$ cat config.mk
export PLATFORM = sky130hd
export DESIGN_NAME = spi_flash_slave
export DESIGN_NICKNAME = d
export VERILOG_FILES = /design/src/rtl/spi_flash_pkg.sv /design/src/rtl/spi_flash_slave_spi_pin_sync.sv /design/src/rtl/spi_flash_slave.sv
export SDC_FILE = /design/constraint.sdc
export NUM_CORES = 1
export LEC_CHECK = 0
export ABC_AREA = 1
export ABC_CLOCK_PERIOD_IN_PS = 6400
export CAP_MARGIN = 20
export CORE_MARGIN = 2
export CORE_UTILIZATION = 46
export DETAILED_ROUTE_END_ITERATION = 8
export PLACE_DENSITY_LB_ADDON = 0.12
export SLEW_MARGIN = 15
export SYNTH_ARGS = -nofsm -noshare
export SYNTH_HDL_FRONTEND = slang
export SYNTH_HIERARCHICAL = 1
export SYNTH_SLANG_ARGS = --single-unit
$ cat constraint.sdc
create_clock -name i_clk -period 6.4 [get_ports i_clk]
set_clock_uncertainty 0.1 [all_clocks]
set_input_delay 1.28 -clock i_clk [delete_from_list [all_inputs] [get_ports i_clk]]
set_output_delay 1.28 -clock i_clk [all_outputs]
set_load 0.005 [all_outputs]
$ cat src/rtl/spi_flash_pkg.sv
// Shared opcodes, FSM states and status-register layout for the SPI flash slave.
package spi_flash_pkg;

   localparam logic [7:0] CmdRead        = 8'h03;
   localparam logic [7:0] CmdProgram     = 8'h02;
   localparam logic [7:0] CmdSectorErase = 8'h20;
   localparam logic [7:0] CmdRdsr        = 8'h05;
   localparam logic [7:0] CmdRdid        = 8'h9F;
   localparam logic [7:0] CmdWren        = 8'h06;
   localparam logic [7:0] CmdWrdi        = 8'h04;

   localparam int unsigned StatusBusyBit = 0;
   localparam int unsigned StatusWelBit  = 1;

   typedef enum logic [2:0] {
      StIdle, StCmd, StAddr, StRdData, StWrData, StStatus, StId, StIgnore
   } state_e;

   // Index 3 and beyond reads as 0x00 once the ID bytes are exhausted.
   function automatic logic [7:0] jedec_byte(input logic [23:0] id, input logic [1:0] idx);
      case (idx)
         2'd0:    return id[23:16];
         2'd1:    return id[15:8];
         2'd2:    return id[7:0];
         default: return 8'h00;
      endcase
   endfunction

endpackage

$ cat src/rtl/spi_flash_slave_spi_pin_sync.sv
// Synchronizes SCK/CS/MOSI into i_clk and produces registered edge pulses.
module spi_pin_sync #(
   parameter int unsigned P_SYNC_STAGES = 2
) (
   input  logic i_clk,
   input  logic i_rst,
   input  logic i_spi_clk,
   input  logic i_spi_cs,
   input  logic i_spi_mosi,
   output logic o_sck_rise,
   output logic o_sck_fall,
   output logic o_cs_rise,
   output logic o_cs_fall,
   output logic o_cs,
   output logic o_mosi
);

   logic [P_SYNC_STAGES-1:0] r_sck_sync, r_cs_sync, r_mosi_sync;
   logic                     r_sck_prev, r_cs_prev;

   // CS chain resets low so a transfer already in progress cannot look like a fresh CS fall.
   always_ff @(posedge i_clk or posedge i_rst) begin
      if (i_rst) begin
         r_sck_sync  <= '0;
         r_cs_sync   <= '0;
         r_mosi_sync <= '0;
         r_sck_prev  <= 1'b0;
         r_cs_prev   <= 1'b0;
         o_sck_rise  <= 1'b0;
         o_sck_fall  <= 1'b0;
         o_cs_rise   <= 1'b0;
         o_cs_fall   <= 1'b0;
         o_cs        <= 1'b0;
         o_mosi      <= 1'b0;
      end else begin
         r_sck_sync  <= {r_sck_sync[P_SYNC_STAGES-2:0], i_spi_clk};
         r_cs_sync   <= {r_cs_sync[P_SYNC_STAGES-2:0], i_spi_cs};
         r_mosi_sync <= {r_mosi_sync[P_SYNC_STAGES-2:0], i_spi_mosi};
         r_sck_prev  <= r_sck_sync[P_SYNC_STAGES-1];
         r_cs_prev   <= r_cs_sync[P_SYNC_STAGES-1];
         o_sck_rise  <= r_sck_sync[P_SYNC_STAGES-1] & ~r_sck_prev;
         o_sck_fall  <= ~r_sck_sync[P_SYNC_STAGES-1] & r_sck_prev;
         o_cs_rise   <= r_cs_sync[P_SYNC_STAGES-1] & ~r_cs_prev;
         o_cs_fall   <= ~r_cs_sync[P_SYNC_STAGES-1] & r_cs_prev;
         o_cs        <= r_cs_sync[P_SYNC_STAGES-1];
         o_mosi      <= r_mosi_sync[P_SYNC_STAGES-1];
      end
   end

endmodule

$ cat src/rtl/spi_flash_slave.sv
// SPI mode-0 NOR flash emulator: command/address decode, MISO shifter and storage port strobes.
module spi_flash_slave
   import spi_flash_pkg::*;
#(
   parameter int unsigned P_ADDR_WIDTH  = 24,
   parameter logic [23:0] P_JEDEC_ID    = 24'hEF4017,
   parameter int unsigned P_SYNC_STAGES = 2
) (
   input  logic                    i_clk,
   input  logic                    i_rst,
   input  logic                    i_spi_clk,
   input  logic                    i_spi_cs,
   input  logic                    i_spi_mosi,
   output logic                    o_spi_miso,
   output logic                    o_rd_req,
   output logic [P_ADDR_WIDTH-1:0] o_rd_addr,
   input  logic [7:0]              i_rd_data,
   output logic                    o_wr_valid,
   output logic [P_ADDR_WIDTH-1:0] o_wr_addr,
   output logic [7:0]              o_wr_data,
   output logic                    o_erase_valid,
   input  logic                    i_busy
);

   localparam int unsigned LP_ACW = $clog2(P_ADDR_WIDTH);

   logic w_sck_rise, w_sck_fall, w_cs_rise, w_cs_fall, w_cs, w_mosi;
   logic [7:0]              w_byte_in, w_load_byte;
   logic [P_ADDR_WIDTH-1:0] w_addr_next;
   logic                    w_data_state;

   state_e                  r_state;
   logic [2:0]              r_bit_cnt;
   logic [6:0]              r_shift_in;
   logic [7:0]              r_cmd, r_shift_out, r_rd_buf;
   logic [P_ADDR_WIDTH-1:0] r_addr;
   logic [LP_ACW-1:0]       r_addr_cnt;
   logic [1:0]              r_id_idx, r_rd_dly;
   logic                    r_wel, r_erase_pend;

   spi_pin_sync #(.P_SYNC_STAGES(P_SYNC_STAGES)) u_pin_sync (
      .i_clk      (i_clk),
      .i_rst      (i_rst),
      .i_spi_clk  (i_spi_clk),
      .i_spi_cs   (i_spi_cs),
      .i_spi_mosi (i_spi_mosi),
      .o_sck_rise (w_sck_rise),
      .o_sck_fall (w_sck_fall),
      .o_cs_rise  (w_cs_rise),
      .o_cs_fall  (w_cs_fall),
      .o_cs       (w_cs),
      .o_mosi     (w_mosi)
   );

   assign w_byte_in    = {r_shift_in, w_mosi};
   assign w_addr_next  = {r_addr[P_ADDR_WIDTH-2:0], w_mosi};
   assign w_data_state = (r_state == StRdData) || (r_state == StStatus) || (r_state == StId);

   // Byte presented on MISO at the start of each returned byte.
   always_comb begin
      w_load_byte = 8'h00;
      case (r_state)
         StRdData: w_load_byte = r_rd_buf;
         StStatus: begin
            w_load_byte[StatusWelBit]  = r_wel;
            w_load_byte[StatusBusyBit] = i_busy;
         end
         StId:     w_load_byte = jedec_byte(P_JEDEC_ID, r_id_idx);
         default:  w_load_byte = 8'h00;
      endcase
   end

   always_ff @(posedge i_clk or posedge i_rst) begin
      if (i_rst) begin
         r_state       <= StIdle;
         r_bit_cnt     <= '0;
         r_shift_in    <= '0;
         r_cmd         <= '0;
         r_shift_out   <= '0;
         r_rd_buf      <= '0;
         r_addr        <= '0;
         r_addr_cnt    <= '0;
         r_id_idx      <= '0;
         r_rd_dly      <= '0;
         r_wel         <= 1'b0;
         r_erase_pend  <= 1'b0;
         o_spi_miso    <= 1'b0;
         o_rd_req      <= 1'b0;
         o_rd_addr     <= '0;
         o_wr_valid    <= 1'b0;
         o_wr_addr     <= '0;
         o_wr_data     <= '0;
         o_erase_valid <= 1'b0;
      end else begin
         o_rd_req      <= 1'b0;
         o_wr_valid    <= 1'b0;
         o_erase_valid <= 1'b0;
         r_rd_dly      <= {r_rd_dly[0], o_rd_req};
         if (r_rd_dly[1]) r_rd_buf <= i_rd_data;

         if (w_cs_rise) begin
            if (r_erase_pend && r_wel) o_erase_valid <= 1'b1;
            if (r_cmd == CmdProgram || r_cmd == CmdSectorErase) r_wel <= 1'b0;
         end

         if (w_cs || w_cs_rise) begin
            r_state      <= StIdle;
            r_bit_cnt    <= '0;
            r_shift_in   <= '0;
            r_shift_out  <= '0;
            r_erase_pend <= 1'b0;
            o_spi_miso   <= 1'b0;
         end else if (r_state == StIdle) begin
            if (w_cs_fall) begin
               r_state   <= StCmd;
               r_bit_cnt <= '0;
               r_cmd     <= '0;
            end
         end else begin
            if (w_sck_fall) begin
               if (!w_data_state) begin
                  o_spi_miso <= 1'b0;
               end else if (r_bit_cnt == 3'd0) begin
                  o_spi_miso  <= w_load_byte[7];
                  r_shift_out <= {w_load_byte[6:0], 1'b0};
                  if (r_state == StId && r_id_idx != 2'd3) r_id_idx <= r_id_idx + 2'd1;
               end else begin
                  o_spi_miso  <= r_shift_out[7];
                  r_shift_out <= {r_shift_out[6:0], 1'b0};
               end
            end

            if (w_sck_rise) begin
               r_bit_cnt    <= r_bit_cnt + 3'd1;
               r_shift_in   <= w_byte_in[6:0];
               r_erase_pend <= 1'b0;
               case (r_state)
                  StCmd: if (r_bit_cnt == 3'd7) begin
                     r_cmd      <= w_byte_in;
                     r_addr_cnt <= '0;
                     r_id_idx   <= '0;
                     case (w_byte_in)
                        CmdRead, CmdProgram, CmdSectorErase: r_state <= StAddr;
                        CmdRdsr: r_state <= StStatus;
                        CmdRdid: r_state <= StId;
                        CmdWren: begin r_wel <= 1'b1; r_state <= StIgnore; end
                        CmdWrdi: begin r_wel <= 1'b0; r_state <= StIgnore; end
                        default: r_state <= StIgnore;
                     endcase
                  end
                  StAddr: begin
                     r_addr     <= w_addr_next;
                     r_addr_cnt <= r_addr_cnt + LP_ACW'(1);
                     if (r_addr_cnt == LP_ACW'(P_ADDR_WIDTH - 1)) begin
                        case (r_cmd)
                           CmdRead: begin
                              o_rd_req  <= 1'b1;
                              o_rd_addr <= w_addr_next;
                              r_state   <= StRdData;
                           end
                           CmdProgram: r_state <= StWrData;
                           default: begin
                              o_wr_addr    <= w_addr_next;
                              r_erase_pend <= 1'b1;
                              r_state      <= StIgnore;
                           end
                        endcase
                     end
                  end
                  // Prefetch the next byte while the current one is still shifting out.
                  StRdData: if (r_bit_cnt == 3'd0) begin
                     o_rd_req  <= 1'b1;
                     o_rd_addr <= o_rd_addr + P_ADDR_WIDTH'(1);
                  end
                  StWrData: if (r_bit_cnt == 3'd7 && r_wel) begin
                     o_wr_valid  <= 1'b1;
                     o_wr_addr   <= r_addr;
                     o_wr_data   <= w_byte_in;
                     r_addr[7:0] <= r_addr[7:0] + 8'd1;
                  end
                  default: ;
               endcase
            end
         end
      end
   end

endmodule

==> metrics.md, run 1 <==
| Metric | Value |
|---|---|
| Status | `completed` |
| Post-route DRC | `0` |
| Largest net degree at the start of global routing | `70` |
| Fin crit period | `3.45 ns` |
| Sequential area share after synthesis | `49.9%` |
| Gpl congestion | `0.879` |
| Crit. End Element | `flip-flop` |
| CTS sink cnt | `144` |
| Clock tree root buffer cell | `clkbuf_16` |
| Yosys top cell area share | `49.9%` |
| Worst-path maximum fanout | `36` |
| Resize count post-CTS | `0` |
| Post-DR vias/cell | `about 5.1` |
| Hold EP | `u_pin_sync/o_mosi` |
| Syn_nets | `967` |
| DIE AREA | `0.0167 mm2` |
| Final setup violation count | `0` |
| Compound-Gate Fraction of Synth Area | `11.2%` |
| ANT cells | `0` |
| Critical path class | `reg2reg` |
| Reg2Reg Depth | `8` |
| Hold Path Class | `reg2reg` |
| Drt first pass iters | `7` |
| Nets | `1035` |
| Vias in the first global route | `5751` |
| Row count | `45` |
| Final Slew Violations | `0` |
| Post-synthesis xor/xnor area fraction | `0.485%` |
| Critical Path AT | `approximately 3.7 ns` |
| Mapped Area | `0.00722 mm2` |
| Final hold viol count | `0` |
| Hold path startpoint | `u_pin_sync/r_mosi_sync[1]` |
| Synth unique cells | `38` |
| Antenna violations before repair | `0` |
| Worst Max-Slew Pin Slew | `just under 0.9 ns` |
| Total CTS buffers | `17` |
| Sw Ratio | `29.2%` |
| Number of setup buffers added after CTS | `0` |
| Final WS setup | `2.95 ns` |
| DP Wirelength | `12000 um` |
| Mapped Cells | `942` |
| Share of cells above drive strength 1 | `under 10%` |
| VDD IR max | `about 0.19 mV` |
| Power density cells | `around 310 mW/mm2` |
| Drt wl/cell | `around 14 um` |
| Port bufs | `73` |
| Max clock buf depth | `2` |
| Initial Util | `47.3%` |
| Mux contribution to synthesized area | `0%` |
| Fmax | `about 290 MHz` |
| Die Y | `between 100 and 150 um` |
| R2r setup slk | `2.95 ns` |
| Top cell type by total area after synthesis | `dfrtp_1` |
| Final ANT Viol Nets | `0` |
| Clk pwr share | `39.3%` |
| First-pass GRT wire length | `28700 um` |
| Syn avg cell area | `7.66 um2` |
| DR iter-0 viols | `416` |
| Core ar. | `0.0153 mm2` |
| Max Cap Violations | `0` |
| Switching pwr | `0.783 mW` |
| Setup TNS | `0 ns` |
| GRT overflow | `0` |
| LEAKAGE | `4.15 nW` |
| Slew headroom | `41.5%` |
| Adder-cell share of the synthesized area | `approximately 1.9%` |
| Clk_lat worst skew | `0.42 ns` |
| Die Span X | `129 um` |
| Flop pwr share | `40.8%` |
| Clk pin slew, worst setup/hold paths | `~0.060 ns` |
| H-tree lvl count | `4` |
| Yosys reg bits | `144` |
| Final Cycle Share | `54.0%` |
| Largest family of logic cells by synthesized area | `simple AND/OR/NAND/NOR gates` |
| Largest cells by area after synthesis | `dfrtp_1 (50%), nand2_1 (16%), o21ai_0 (6.7%)` |
| Yosys warning count | `6` |
| Hold Crit Depth | `0` |
| Worst endpoint required time | `~6.6 ns` |
| Critical R2R Launch | `r_state[2]` |
| Reg-to-Reg End | `o_rd_addr[13]` |
| Area grow syn2layout | `20.9%` |
| Internal Pwr Total | `1.90 mW` |
| IO Pins | `74` |
| CTS hold repair buffers | `0` |
| Final WL | `17200 um` |
| Worst slack, placed | `between 2 and 3 ns` |
| Via count | `6218` |
| RSZ-0062 raised after global routing | `no` |
| Simple-gate share of the synthesized area | `28.4%` |
| Combinational share of power | `between 10% and 20%` |
| TritonCTS clock tree | `done` |
| Total Routing Usage GR | `21.9%` |
| Startpoint Class | `flip-flop` |
layer usage:
layer | wire (um) | share of wire (%) | GRT usage, %
met1 | 8410 | 49 | 31.4
met4 | 229 | 1.3 | 6.65
met5 | 0 | 0 | 0
met2 | 7760 | 45 | 33.8
met3 | 845 | 4.9 | 4.54
how the worst max path moves through the flow:
| stage | start | endpoint | slack [ns] | depth (start not counted) |
|---|---|---|---|---|
| 3_3_place_gp | r_state[2] | o_rd_addr[13] | 3.02 | 8 |
| 2_1_floorplan | i_rst | o_erase_valid | 1.52 | 1 |
| 5_1_grt | r_state[2] | o_rd_addr[13] | 2.51 | 8 |
| 4_1_cts | r_state[2] | o_rd_addr[13] | 2.93 | 8 |
| 6_report | r_state[2] | o_rd_addr[13] | 2.95 | 8 |
| 3_5_place_dp | r_state[2] | o_rd_addr[13] | 2.96 | 8 |
critical path: stages, from the launching register on:
cell,delay (ns)
dfrtp_1,0.47
inv_2,0.12
nand3_1,0.62
inv_2,0.75
nand2_1,0.32
nand2_1,0.14
nand2_1,0.45
o21ai_1,0.29
nand2_1,0.07
sequential cells by signal (all words and copies together), names as in the netlist, 2 cells and up:
register and flops:
o_wr_data 8, u_pin_sync/r_sck_sync 2, r_cmd 8, r_shift_in 7, r_state 3, u_pin_sync/r_cs_sync 2, r_addr_cnt 5, r_rd_buf 8
r_shift_out 7, o_wr_addr 24, r_addr 24, r_id_idx 2, r_rd_dly 2, r_bit_cnt 3, o_rd_addr 24, u_pin_sync/r_mosi_sync 2
cells in the mapped netlist, drive strengths merged:
cell    instances
dfrtp         144
nand2b          1
xor2            2
and3            1
a31oi           2
a21oi           8
nand4           9
nor3           11
o21bai          1
o21ai         127
nand2         309
o32ai           3
buf            20
ha             11
or2             2
o211ai          1
nor4            1
o21a            2
nand3          83
nand3b          4
xnor2           2
inv           116
clkbuf          9
o31ai           1
nor2           64
o22ai           8
logic make-up (layout without fill, tap and decap cells):
kind of cell | Yosys count | after routing
XOR/XNOR | 4 | 4
buffers and inverters | 145 | 222
AO/OA/AOI/OAI | 153 | 153
flip-flops | 144 | 144
adder cells (fa/ha/maj) | 11 | 11
AND/OR/NAND/NOR | 485 | 485
metrics by stage:
stage | std cells | total power [mW] | area, um2 | hold slack, ns | utilization, %
floorplan | 942 | 1.43 | 7220 | 0.231 | -
global placement | 1202 | 1.64 | 8110 | 0.232 | 53.1
detailed placement | 1202 | 1.64 | 8110 | 0.236 | 53.1
CTS | 1230 | 2.70 | 8730 | 0.245 | 57.2
global route | 1230 | 2.83 | 8730 | 0.251 | 57.2
finish | 1230 | 2.68 | 8730 | 0.244 | 57.2
cell type report:
cell class | count | area, um2
clock buffers | 22 | 494
clock inverters | 6 | 130
fillers | 1422 | 6530
inverters | 116 | 438
multi-input cells | 653 | 3030
flip-flops and latches | 144 | 3600
well taps | 211 | 264
repair buffers | 78 | 768
power groups by stage:
stage	combinational (mW)	clock [mW]	sequential, mW
after floorplan	0.339	0	1.10
after detailed placement	0.531	0	1.11
after global routing	0.611	1.11	1.11
after global placement	0.531	0	1.11
after CTS	0.536	1.07	1.09
final	0.534	1.05	1.10
placed cells by master, fill, tap and decap left out, drive strengths merged, types with 8 or more instances in the layout:
cell type	instances
nand2	309
dfrtp	144
o21ai	127
inv	116
nand3	83
clkdlybuf4s50	73
nor2	64
clkbuf	22
ha	11
nor3	11
nand4	9
o22ai	8
a21oi	8
Power figures use the tool's default switching activity.
==> run 2, diff against run 1 <==
--- a/config.mk
+++ b/config.mk
@@ -6,7 +6,7 @@
 export NUM_CORES = 1
 export LEC_CHECK = 0
 export ABC_AREA = 1
-export ABC_CLOCK_PERIOD_IN_PS = 6400
+export ABC_CLOCK_PERIOD_IN_PS = 3300
 export CAP_MARGIN = 20
 export CORE_MARGIN = 2
 export CORE_UTILIZATION = 46
==> constraint.sdc (replaced) <==
create_clock -name i_clk -period 3.3 [get_ports i_clk]
set_clock_uncertainty 0.1 [all_clocks]
set_input_delay 0.66 -clock i_clk [delete_from_list [all_inputs] [get_ports i_clk]]
set_output_delay 0.66 -clock i_clk [all_outputs]
set_load 0.005 [all_outputs]
==> run 2 against run 1 <==
  * Setup slack lost 2.4 ns
  * Non-clock buffer count increased by 5
  * Register-to-register slack got worse by 2.4 ns
  * Global-route usage is 0.31 points lower
  * Largest power group unchanged
  * Critical path depth increased by 1
  * Die area unchanged
  * Highest routed layer unchanged
  * Clock-buffer cell count decreased by 3
  * Final cell count increased by 0.73%
  * Clock power is 87% higher
  * Via count is 0.32% higher
==> metrics.md, run 2 (synthesis gave the netlist of run 1 again) <==
| Metric | Value |
|---|---|
| Status | `completed (unchanged)` |
| Critical Path AT | `2.91 ns (was 3.66 ns)` |
| GRT overflow | `0 (unchanged)` |
| Share of cells above drive strength 1 | `6.42% (was 5.59%)` |
| Layout Cells excl Fill | `1239 (was 1230)` |
| Die Span X | `129 um (unchanged)` |
| Clk_lat worst skew | `0.43 ns (was 0.42 ns)` |
| Total Routing Usage GR | `21.6% (was 21.9%)` |
| Final WL | `17000 um (was 17200 um)` |
| Port bufs | `73 (unchanged)` |
| Vias in the first global route | `5679 (was 5751)` |
| Initial Util | `47.3% (unchanged)` |
| RSZ-0062 raised after global routing | `no (unchanged)` |
| Biggest regs | `o_rd_addr x24, o_wr_addr x24, r_addr x24 (unchanged)` |
| Worst-path maximum fanout | `44 (was 36)` |
| Hold Path Class | `reg2reg (unchanged)` |
| Startpoint Class | `flip-flop (unchanged)` |
| Critical path class | `reg2reg (unchanged)` |
| CTS hold repair buffers | `0 (unchanged)` |
| Largest net degree at the start of global routing | `57 (was 70)` |
| Final Slew Violations | `0 (unchanged)` |
| Nets | `1040 (was 1035)` |
| Antenna violations before repair | `0 (unchanged)` |
| H-tree lvl count | `4 (unchanged)` |
| Placed Instances | `1207 (was 1202)` |
| Clock tree root buffer cell | `clkbuf_16 (unchanged)` |
| Slew headroom | `49.2% (was 41.5%)` |
| Commonest non-fill, non-tap cell in the layout | `nand2_1 (unchanged)` |
| Fin crit period | `2.72 ns (was 3.45 ns)` |
| Met3 usage | `4.67% (was 4.54%)` |
| R2r setup slk | `0.58 ns (was 2.95 ns)` |
| Post-DR vias/cell | `5.03 (was 5.06)` |
| LEAKAGE | `4.14 nW (was 4.15 nW)` |
| TritonCTS clock tree | `done (unchanged)` |
| Setup TNS | `0 ns (unchanged)` |
| Global routing usage on met2 | `32.4% (was 33.8%)` |
| First-pass GRT wire length | `28300 um (was 28700 um)` |
| Area grow syn2layout | `21.4% (was 20.9%)` |
| IO Pins | `74 (unchanged)` |
| Final hold viol count | `0 (unchanged)` |
| Crit. End Element | `flip-flop (unchanged)` |
| Drt wl/cell | `13.7 um (was 14.0 um)` |
| Core ar. | `0.0153 mm2 (unchanged)` |
| Post-route DRC | `0 (unchanged)` |
| Final setup violation count | `0 (unchanged)` |
| Final Cycle Share | `82.5% (was 54.0%)` |
| Total CTS buffers | `17 (unchanged)` |
| Max clock buf depth | `2 (unchanged)` |
| Resize count post-CTS | `0 (unchanged)` |
| CTS sink cnt | `144 (unchanged)` |
| Global routing usage on met1 | `31.5% (was 31.4%)` |
| DR iter-0 viols | `471 (was 416)` |
| DIE AREA | `0.0167 mm2 (unchanged)` |
| Final ANT Viol Nets | `0 (unchanged)` |
| Gpl congestion | `0.879 (about the same)` |
| ANT cells | `0 (unchanged)` |
| Drt first pass iters | `5 (was 7)` |
| Commonest non-fill, non-tap cells in the layout | `nand2_1 (304), dfrtp_1 (144), inv_1 (108) (unchanged)` |
| Most crowded layer after global routing | `met2 (unchanged)` |
| Fmax | `367 MHz (was 289 MHz)` |
| Via count | `6238 (was 6218)` |
| Clk pin slew, worst setup/hold paths | `0.06 ns (about the same)` |
| Die Y | `129 um (unchanged)` |
| Worst endpoint required time | `3.48 ns (was 6.61 ns)` |
| Max Cap Violations | `0 (unchanged)` |
| Worst Max-Slew Pin Slew | `0.760 ns (was 0.877 ns)` |
| VDD IR max | `0.412 mV (was 0.192 mV)` |
| Row count | `45 (unchanged)` |
| DP Wirelength | `12000 um (about the same)` |
| Number of setup buffers added after CTS | `0 (unchanged)` |
| Fillers | `1431 (was 1422)` |
| Power density cells | `585 mW/mm2 (was 307 mW/mm2)` |
-- run 2: area by class of cell --
cell class                      instances  area [um2]  share of cell area, %
Clock buffer                           19         453                   5.17
Tap cell                              211         264                   3.01
Clock inverter                         13         151                   1.73
Timing Repair Buffer                   83         818                   9.34
Inverter                              116         439                   5.01
Sequential cell                       144        3600                   41.1
Multi-Input combinational cell        653        3030                   34.6
-- run 2: where the power goes --
part	internal [mW]	switching (mW)	leakage [nW]
Clock	1.16	0.791	0.283
Sequential	1.96	0.169	1.94
Combinational	0.383	0.654	1.92
-- run 2: final timing paths --
| kind | endpoint | start | cells past startpoint |
|---|---|---|---|
| worst max-delay path | o_wr_addr[23] | u_pin_sync/o_cs_rise | 9 |
| worst min-delay path | u_pin_sync/r_cs_sync[1] | u_pin_sync/r_cs_sync[0] | 0 |
| worst max register to register | o_wr_addr[23] | u_pin_sync/o_cs_rise | 9 |
| worst min register to register | u_pin_sync/r_cs_sync[1] | u_pin_sync/r_cs_sync[0] | 0 |
| max in group asynchronous | r_shift_out[1] | i_rst | 3 |
| min in group asynchronous | o_wr_addr[3] | i_rst | 2 |
-- run 2: critical path, stage by stage (launching register included) --
cell	delay (ns)
dfrtp_1	0.43
nor2_4	0.23
nand2_1	0.21
inv_2	0.13
nand2_1	0.06
buf_4	0.26
nand2_2	0.33
nand2_2	0.52
nand2_1	0.21
o21ai_1	0.09
-- run 2: metal layers --
metal  part of all wire, %  wire length (um)
met5                     0                 0
met1                    50              8560
met3                   4.3               732
met2                    44              7470
met4                   1.3               214
-- run 2: through the flow --
step                area, um2  util (%)  worst slack, ns  hold WS, ns  total power, mW
finish                   8760      57.4            0.576        0.252             5.13
global route             8760      57.4            0.311        0.260             5.41
CTS                      8760      57.4            0.578        0.254             5.17
detailed placement       8160      53.5            0.610        0.236             3.19
global placement         8160      53.5            0.732        0.232             3.18
floorplan                7220         -            0.917        0.231             2.78
==> run 3, diff against run 2 <==
--- a/config.mk
+++ b/config.mk
@@ -6,7 +6,7 @@
 export NUM_CORES = 1
 export LEC_CHECK = 0
 export ABC_AREA = 1
-export ABC_CLOCK_PERIOD_IN_PS = 3300
+export ABC_CLOCK_PERIOD_IN_PS = 2600
 export CAP_MARGIN = 20
 export CORE_MARGIN = 2
 export CORE_UTILIZATION = 46
==> constraint.sdc (replaced) <==
create_clock -name i_clk -period 2.6 [get_ports i_clk]
set_clock_uncertainty 0.1 [all_clocks]
set_input_delay 0.52 -clock i_clk [delete_from_list [all_inputs] [get_ports i_clk]]
set_output_delay 0.52 -clock i_clk [all_outputs]
set_load 0.005 [all_outputs]
==> run 3 against run 2 <==
  * Sequential power rose by 27%
  * Maximum frequency grew 27%
  * Wire length increased by 1.3%
  * Clock-buffer cell count is 2 lower
  * Register-to-register slack lost 0.11 ns
  * Utilization rose by 0.34 points
  * Critical endpoint is now o_rd_addr[18]
  * Largest cell class unchanged
==> metrics.md, run 3 (synthesis gave the netlist of run 1 again) <==
| Metric | Value |
|---|---|
| Clock tree root buffer cell | `clkbuf_16 (unchanged)` |
| CTS hold repair buffers | `0 (unchanged)` |
| Crit path largest cell delay | `0.44 ns (was 0.52 ns)` |
| Final hold viol count | `0 (unchanged)` |
| Drt first pass iters | `6 (was 5)` |
| Nets | `1045 (was 1040)` |
| Share of cells above drive strength 1 | `6.87% (was 6.42%)` |
| Final ANT Viol Nets | `0 (unchanged)` |
| Final Slew Violations | `0 (unchanged)` |
| DR iter-0 viols | `596 (was 471)` |
| Drt wl/cell | `13.8 um (was 13.7 um)` |
| LEAKAGE | `4.18 nW (was 4.14 nW)` |
| Row count | `45 (unchanged)` |
| Fillers | `1422 (was 1431)` |
| RSZ-0062 raised after global routing | `no (unchanged)` |
| Startpoint Class | `flip-flop (unchanged)` |
| Setup TNS | `0 ns (unchanged)` |
| Crit path buf inv count | `0 (was 2)` |
| Fmax | `468 MHz (was 367 MHz)` |
| Post-route DRC | `0 (unchanged)` |
| ANT cells | `0 (unchanged)` |
| Power density cells | `749 mW/mm2 (was 585 mW/mm2)` |
| Layout Cells excl Fill | `1244 (was 1239)` |
| Commonest non-fill, non-tap cell in the layout | `nand2_1 (unchanged)` |
| Vias in the first global route | `5779 (was 5679)` |
| Resize count post-CTS | `0 (unchanged)` |
| Initial Util | `47.3% (unchanged)` |
| Slew headroom | `63.7% (was 49.2%)` |
| Final WL | `17200 um (was 17000 um)` |
| Status | `completed (unchanged)` |
| VDD IR max | `0.504 mV (was 0.412 mV)` |
| Commonest non-fill, non-tap cells in the layout | `nand2_1 (304), dfrtp_1 (144), inv_1 (108) (unchanged)` |
| TritonCTS clock tree | `done (unchanged)` |
| Critical Path AT | `2.35 ns (was 2.91 ns)` |
| Worst Max-Slew Pin Slew | `0.544 ns (was 0.760 ns)` |
| Area grow syn2layout | `22.1% (was 21.4%)` |
| Core ar. | `0.0153 mm2 (unchanged)` |
| GRT overflow | `0 (unchanged)` |
| Register Area | `0.00360 mm2 (unchanged)` |
| Port bufs | `73 (unchanged)` |
| Critical path class | `reg2reg (unchanged)` |
| H-tree lvl count | `4 (unchanged)` |
| Slowest CP cell | `dfrtp_1 (was nand2_2)` |
| Final Cycle Share | `82.2% (was 82.5%)` |
| Top cell by count, worst path | `nand2_1 (unchanged)` |
| Largest net degree at the start of global routing | `83 (was 57)` |
| Fin crit period | `2.14 ns (was 2.72 ns)` |
| Cells along the critical path | `ha_1 > nand2_1 > nor2_1 > nand2_1 > nor2_1 > nand2_1 > nand2_1 > nand3_1 > nand3_1 > nand2_1 (was nor2_4 > nand2_1 > inv_2 > nand2_1 > buf_4 > nand2_2 > nand2_2 > nand2_1 > o21ai_1)` |
| Clk_lat worst skew | `0.43 ns (about the same)` |
| Worst-path maximum fanout | `7 (was 44)` |
| IO Pins | `74 (unchanged)` |
| Clk pin slew, worst setup/hold paths | `0.06 ns (about the same)` |
| Antenna violations before repair | `0 (unchanged)` |
| Final setup violation count | `0 (unchanged)` |
| First-pass GRT wire length | `29000 um (was 28300 um)` |
| Total Routing Usage GR | `21.9% (was 21.6%)` |
| Max clock buf depth | `2 (unchanged)` |
| DP Wirelength | `12100 um (was 12000 um)` |
| Total CTS buffers | `17 (unchanged)` |
| Hold Path Class | `reg2reg (unchanged)` |
| Worst endpoint required time | `2.81 ns (was 3.48 ns)` |
| Die Y | `129 um (unchanged)` |
| Via count | `6246 (was 6238)` |
| Number of setup buffers added after CTS | `0 (unchanged)` |
| Placed Instances | `1212 (was 1207)` |
| Multi-input logic area | `0.00303 mm2 (unchanged)` |
| Max Cap Violations | `0 (unchanged)` |
| CTS sink cnt | `144 (unchanged)` |
| Gpl congestion | `0.846 (was 0.879)` |
| Post-DR vias/cell | `5.02 (was 5.03)` |
| Worst path top cell family by delay | `simple AND/OR/NAND/NOR gates (unchanged)` |
| Die Span X | `129 um (unchanged)` |
| Biggest regs | `o_rd_addr x24, o_wr_addr x24, r_addr x24 (unchanged)` |
| DIE AREA | `0.0167 mm2 (unchanged)` |
| Crit. End Element | `flip-flop (unchanged)` |
run 3: changes by cell type in the layout (fill, tap and decap cells not counted), sizes merged:
cell | before | now
buf | 10 | 15
clkinv | 3 | 6
inv | 119 | 116
bufinv | 2 | 4
clkbuf | 19 | 17
run 3: final cells by class:
class | count | share of cell area, %
clock buffers | 17 | 4.83
clock inverters | 15 | 2.19
inverters | 116 | 4.98
multi-input cells | 653 | 34.4
flip-flops and latches | 144 | 40.9
well taps | 211 | 3.00
repair buffers | 88 | 9.71
run 3: worst register-to-register path, delay by kind of cell, from the launching register on:
kind | cells | cell delay (ns)
AND/OR/NAND/NOR | 9 | 1.29
adder cells (fa/ha/maj) | 1 | 0.19
flip-flops | 1 | 0.44
run 3: power breakdown:
part / internal (mW) / switching (mW)
Clock: 1.60 / 0.965
Sequential: 2.49 / 0.213
Combinational: 0.502 / 0.833
run 3: worst paths after layout:
| path | startpoint | end | slack [ns] | cells after the start |
|---|---|---|---|---|
| setup / recovery | o_rd_addr[0] | o_rd_addr[18] | 0.46 | 10 |
| hold reg to reg | r_rd_dly[0] | r_rd_dly[1] | 0.25 | 0 |
| min in group asynchronous | i_rst | u_pin_sync/r_mosi_sync[0] | 0.39 | 2 |
| setup reg to reg | o_rd_addr[0] | o_rd_addr[18] | 0.46 | 10 |
| hold / removal | r_rd_dly[0] | r_rd_dly[1] | 0.25 | 0 |
| max in group asynchronous | i_rst | o_wr_addr[21] | 1.53 | 3 |
run 3: stage by stage:
stage	area, um2	worst slack, ns	utilization, %	total power [mW]	hold slack (ns)
CTS	8810	0.471	57.8	6.66	0.249
global placement	8190	0.519	53.7	4.07	0.233
finish	8810	0.462	57.8	6.60	0.247
floorplan	7220	0.357	-	3.53	0.231
detailed placement	8190	0.492	53.7	4.07	0.236
global route	8810	0.249	57.8	6.98	0.252
run 3: layer usage:
metal	wire (um)	vias to the layer above	track usage, %
li1	-	3179	-
met1	8490	2897	32.0
met2	7700	153	33.3
met3	850	17	5.04
met4	154	0	5.50
met5	0	-	0
